===== config.mk =====
export PLATFORM = sky130hd
export DESIGN_NAME = uart_rx
export DESIGN_NICKNAME = d
export VERILOG_FILES = /design/src/rtl/uart_rx.sv
export SDC_FILE = /design/constraint.sdc
export NUM_CORES = 1
export LEC_CHECK = 0
export ABC_AREA = 1
export ABC_CLOCK_PERIOD_IN_PS = 1480
export CAP_MARGIN = 20
export CELL_PAD_IN_SITES_DETAIL_PLACEMENT = 2
export CELL_PAD_IN_SITES_GLOBAL_PLACEMENT = 2
export CORE_ASPECT_RATIO = 1.4
export CORE_MARGIN = 10
export CORE_UTILIZATION = 32
export CTS_CLUSTER_DIAMETER = 120
export DETAILED_ROUTE_END_ITERATION = 8
export PLACE_DENSITY = 0.79
export SYNTH_ARGS = -nofsm -noshare
export SYNTH_HDL_FRONTEND = slang
export SYNTH_SLANG_ARGS = --single-unit

===== constraint.sdc =====
create_clock -name clk -period 1.48 [get_ports clk]
set_input_delay 0.148 -clock clk [delete_from_list [all_inputs] [get_ports clk]]
set_output_delay 0.148 -clock clk [all_outputs]
set_load 0.005 [all_outputs]

===== src/rtl/uart_rx.sv =====
// 8N1 UART receiver with 16x oversampling: synchronises rx, validates the start
// bit at mid-bit, shifts data LSB-first and checks the stop bit.
module uart_rx #(
  parameter int DBIT    = 8,
  parameter int SB_TICK = 16
) (
  input  logic       clk,
  input  logic       reset,
  input  logic       s_tick,
  input  logic       rx,
  output logic [7:0] dout,
  output logic       rx_done,
  output logic       frame_err
);

  typedef enum logic [2:0] {
    IDLE,
    START,
    DATA,
    STOP,
    WAIT_HIGH
  } state_t;

  localparam logic [4:0] START_MID = 5'd7;
  localparam logic [4:0] BIT_LAST  = 5'd15;
  localparam logic [4:0] STOP_LAST = 5'(SB_TICK - 1);
  localparam logic [2:0] DATA_LAST = 3'(DBIT - 1);
  localparam int         ALIGN     = 8 - DBIT;

  state_t     state, state_next;
  logic [4:0] s_cnt, s_cnt_next;
  logic [2:0] n_cnt, n_cnt_next;
  logic [7:0] shift_reg, shift_next;
  logic [7:0] dout_next;
  logic       done_next, ferr_next;
  logic       rx_meta, rx_s;

  // NOTE: sequential state uses non-blocking (<=) so every flop samples the
  // pre-edge value of its neighbours regardless of statement order.
  always_ff @(posedge clk) begin
    if (reset) begin
      rx_meta   <= 1'b1;
      rx_s      <= 1'b1;
      state     <= IDLE;
      s_cnt     <= '0;
      n_cnt     <= '0;
      shift_reg <= '0;
      dout      <= '0;
      rx_done   <= 1'b0;
      frame_err <= 1'b0;
    end else begin
      rx_meta   <= rx;
      rx_s      <= rx_meta;
      state     <= state_next;
      s_cnt     <= s_cnt_next;
      n_cnt     <= n_cnt_next;
      shift_reg <= shift_next;
      dout      <= dout_next;
      rx_done   <= done_next;
      frame_err <= ferr_next;
    end
  end

  // NOTE: every signal driven here gets a default first so no path leaves it
  // unassigned, which would otherwise infer a latch.
  always_comb begin
    state_next = state;
    s_cnt_next = s_cnt;
    n_cnt_next = n_cnt;
    shift_next = shift_reg;
    dout_next  = dout;
    done_next  = 1'b0;
    ferr_next  = 1'b0;

    unique case (state)
      IDLE: begin
        if (!rx_s) begin
          state_next = START;
          s_cnt_next = '0;
        end
      end
      START: begin
        if (s_tick) begin
          if (s_cnt == START_MID) begin
            s_cnt_next = '0;
            n_cnt_next = '0;
            // A line that is high again at mid-bit was only a glitch.
            state_next = rx_s ? IDLE : DATA;
          end else begin
            s_cnt_next = s_cnt + 5'd1;
          end
        end
      end
      DATA: begin
        if (s_tick) begin
          if (s_cnt == BIT_LAST) begin
            s_cnt_next = '0;
            shift_next = {rx_s, shift_reg[7:1]};
            if (n_cnt == DATA_LAST) state_next = STOP;
            else                    n_cnt_next = n_cnt + 3'd1;
          end else begin
            s_cnt_next = s_cnt + 5'd1;
          end
        end
      end
      STOP: begin
        if (s_tick) begin
          if (s_cnt == STOP_LAST) begin
            s_cnt_next = '0;
            dout_next  = shift_reg >> ALIGN;
            if (rx_s) begin
              state_next = IDLE;
              done_next  = 1'b1;
            end else begin
              state_next = WAIT_HIGH;
              ferr_next  = 1'b1;
            end
          end else begin
            s_cnt_next = s_cnt + 5'd1;
          end
        end
      end
      WAIT_HIGH: begin
        // A held-low break line reports one error, not a stream of frames.
        if (rx_s) state_next = IDLE;
      end
      default: state_next = IDLE;
    endcase
  end

endmodule


==> flow_summary.yaml <==
clocking:
  holdBufCountCts: 0
  clock_latency_ps: 290
  clock_sinks: 31
  cts.clk_slew.worst_paths_ps: 70
  h-tree-depth: 2
  cts_tree: "yes"
  numCtsBuffers: 5
  cts_buffer_depth: 2
  cts-root-buf: "clkbuf_8"
global_route:
  grt.total_usage_pct: 12.34
  grt_pass1_vias: 1599
  grt_pass1_wl_um: 7659
  grt_max_degree: 17
  grt.overflow.total: 0
  antenna_found_initial: 0
yosys:
  yosysWarningCount: 0
  synth.top_cell.area_share_pct: 43.51
  async_flop_share_pct: 0
  ys.flop_type: "dfxtp_1"
  syn_nets: 201
  synth_cell_types: 25
  syn_area_um2: 1426
  synth_edf_count: 0
  ys_ff_latch: 31
  synth_area_leaders: "dfxtp_1, a21oi_1, nand2_1"
  synth_top_cell_by_area: "dfxtp_1"
  ys_seq_area_share_pct: 43.51
  syn_area_per_cell_um2: 7.391
  synth_cells: 193
finish:
  drive_gt1_share_pct: 31.90
  areaGrowthSynthToFinish_pct: 39.91
  final_cells: 292
  final_core_util_pct: 46.69
  num-nets-final: 239
  n_fill_cell: 502
  fin_area_um2: 1996
  diodes: 0
die:
  ioPinCount: 14
  die_area_um2: 7566
  die_y_um: 99.00
  initial_utilization_pct: 33.37
  die_w_um: 76.43
  rows: 28
  core_area_um2: 4274
power_and_ir_drop:
  clockPowerShare_pct: 27.5
  peakVddDrop_mv: 0.5892
  power_frac_comb_pct: 34.7
  seqPwrFrac_pct: 37.8
  cellPowerDensity_nw_per_um2: 1348
  swShare_pct: 35.49
  switching_power_mw: 0.9544
  internal-power_mw: 1.735
  leakage_nw: 0.7902
sta:
  slew_headroom_pct: 82.66
  period_share_pct: 97.48
  rsz0062_at_grt: "true"
  timing.hold.ws_ps: 419.1
  max_freq_mhz: 693.2
  worst_pin_slew_ps: 259.7
  hold_viol_final: 0
  period_needed_ps: 1443
  setup_viol: 0
  finClkSkew_ps: 6.034
  drv_slew: 0
worst_setup_path:
  cp_cell_sequence: "nor2_4, buf_4, nand3_1, o21ai_4, nor2_2, nand3_4, and2_4, nor2_1"
  cp-end-kind: "register"
  worst_ep_required_time_ps: 1700
  path_max_fanout: 5
  crit_slowest_cell: "dfxtp_2"
  crit_arrival_ps: 1660
  r2r_start: "state[0]"
  critPathLaunchType: "register"
  critPathKind: "register to register"
  rrSetupSlack_ps: 40
  reg2reg_to: "state[2]"
  max_stage_delay_ps: 400
  rr_worst_depth: 8
place:
  dp_hpwl_um: 3332
  dp.cells: 281
  place_congestion: 0.7823
  placed_area_um2: 1775
  port_buffers: 13
route:
  routedWlPerCell_um: 15.45
  drtPass1Iterations: 4
  via_count: 1399
  drc_errors: 0
  ant_nets: 0
  wl_um: 4510
  drt_iter0_drc: 27
  routed_via_density: 4.791
job:
  max-cap-violations: 0
outcome:
  status: "completed"
hold_path:
  holdPathStages: 1
  hold_path.startpoint: "rx_meta"
  hold_end: "rx_s"
  min_path_type: "register to register"
[Yosys cell counts (2+ instances only)]
| cell type | number |
|---|---|
| a21oi_1 | 22 |
| buf_2 | 3 |
| clkbuf_1 | 3 |
| dfxtp_1 | 31 |
| ha_1 | 4 |
| inv_1 | 25 |
| inv_2 | 7 |
| nand2_1 | 27 |
| nand2_2 | 3 |
| nand3_1 | 6 |
| nand3_2 | 4 |
| nand4_1 | 3 |
| nor2_1 | 21 |
| nor2_2 | 3 |
| nor3_1 | 2 |
| o21ai_0 | 18 |
| o21ai_1 | 2 |
| or2_2 | 2 |
[through the flow]
stage | TNS [ps] | setup WS (ps) | total power [mW]
after floorplan | 0 | 133.0 | 1.484
after global placement | -171.0 | -42.97 | 1.729
after detailed placement | -1253 | -161.2 | 1.799
after CTS | 0 | 2.148 | 2.620
after global routing | -389.3 | -90.67 | 2.874
final | 0 | 37.36 | 2.689
[worst max-delay path, delay by kind of cell, from the launching register on]
| kind | cells | cell delay, ps |
|---|---|---|
| flops | 1 | 400 |
| compound gates | 1 | 90 |
| buf+inv | 1 | 150 |
| simple gates | 6 | 720 |
[final cells by class]
cell class,instances,area (µm²),share of cell area [%]
clock buffer,8,100.1,5.016
timing repair buffer,37,322.8,16.18
tap,60,75.07,3.762
inverter,32,120.1,6.019
sequential,31,631.9,31.66
multi-input combinational,124,745.7,37.37
[cells by family after synthesis]
logic type / Yosys count / share of synthesized area, %
DFF: 31 / 43.51
xor gates and xnor gates: 1 / 0.6141
and+or+nand+nor: 75 / 26.23
buffers and inverters: 38 / 10.26
AOI/OAI and AO/OA: 44 / 15.88
adders and majority gates: 4 / 3.509
[routing by layer]
| metal | track usage (%) | part of all wire [%] | routed length [µm] |
|---|---|---|---|
| met1 | 12.40 | 40 | 1820 |
| met3 | 2.636 | 2.3 | 104 |
| met4 | 5.595 | 2.3 | 103 |
| met5 | 0 | 0 | 0 |
| met2 | 23.56 | 55 | 2483 |
[layout by cell type (no fill, tap or decap), types with 2 or more instances in the layout]
| cell type | instances |
|---|---|
| nand2_1 | 24 |
| dfxtp_1 | 24 |
| inv_1 | 23 |
| buf_4 | 23 |
| nor2_1 | 20 |
| a21oi_1 | 20 |
| o21ai_0 | 14 |
| clkdlybuf4s50_1 | 13 |
| inv_2 | 9 |
| clkbuf_8 | 7 |
| nand2_2 | 6 |
| o21ai_1 | 6 |
| dfxtp_2 | 6 |
| nand3_2 | 5 |
| nand3_1 | 5 |
| nand4_1 | 3 |
| ha_4 | 3 |
| nor2_4 | 2 |
| nor2_2 | 2 |
| a21oi_2 | 2 |
| nor3_1 | 2 |
| or2_2 | 2 |
[how the worst max path moves through the flow]
stage | startpoint | to | slack [ps] | cells after the start
global placement | s_tick | state[2] | -40 | 8
detailed placement | s_tick | s_cnt[3] | -160 | 7
floorplan | s_cnt[0] | s_cnt[4] | 130 | 8
global route | state[2] | n_cnt[2] | -90 | 9
finish | state[0] | state[2] | 40 | 8
CTS | s_cnt[1] | n_cnt[2] | 2 | 9
[power by group through the flow]
stage          Sequential, mW  Combinational [mW]  Clock (mW)
2_1_floorplan           0.963               0.522           0
3_3_place_gp            0.985               0.744           0
3_5_place_dp            0.992               0.807           0
4_1_cts                 0.995               0.861       0.764
5_1_grt                  1.03                1.06       0.792
6_report                 1.02               0.934       0.739
[timing repair]
action	in CTS	in global routing
pin swaps	3	8
resized for setup	15	17
setup endpoints to repair	21	25
setup buffers	1	2
cloned	0	0
Power figures use the tool's default switching activity.
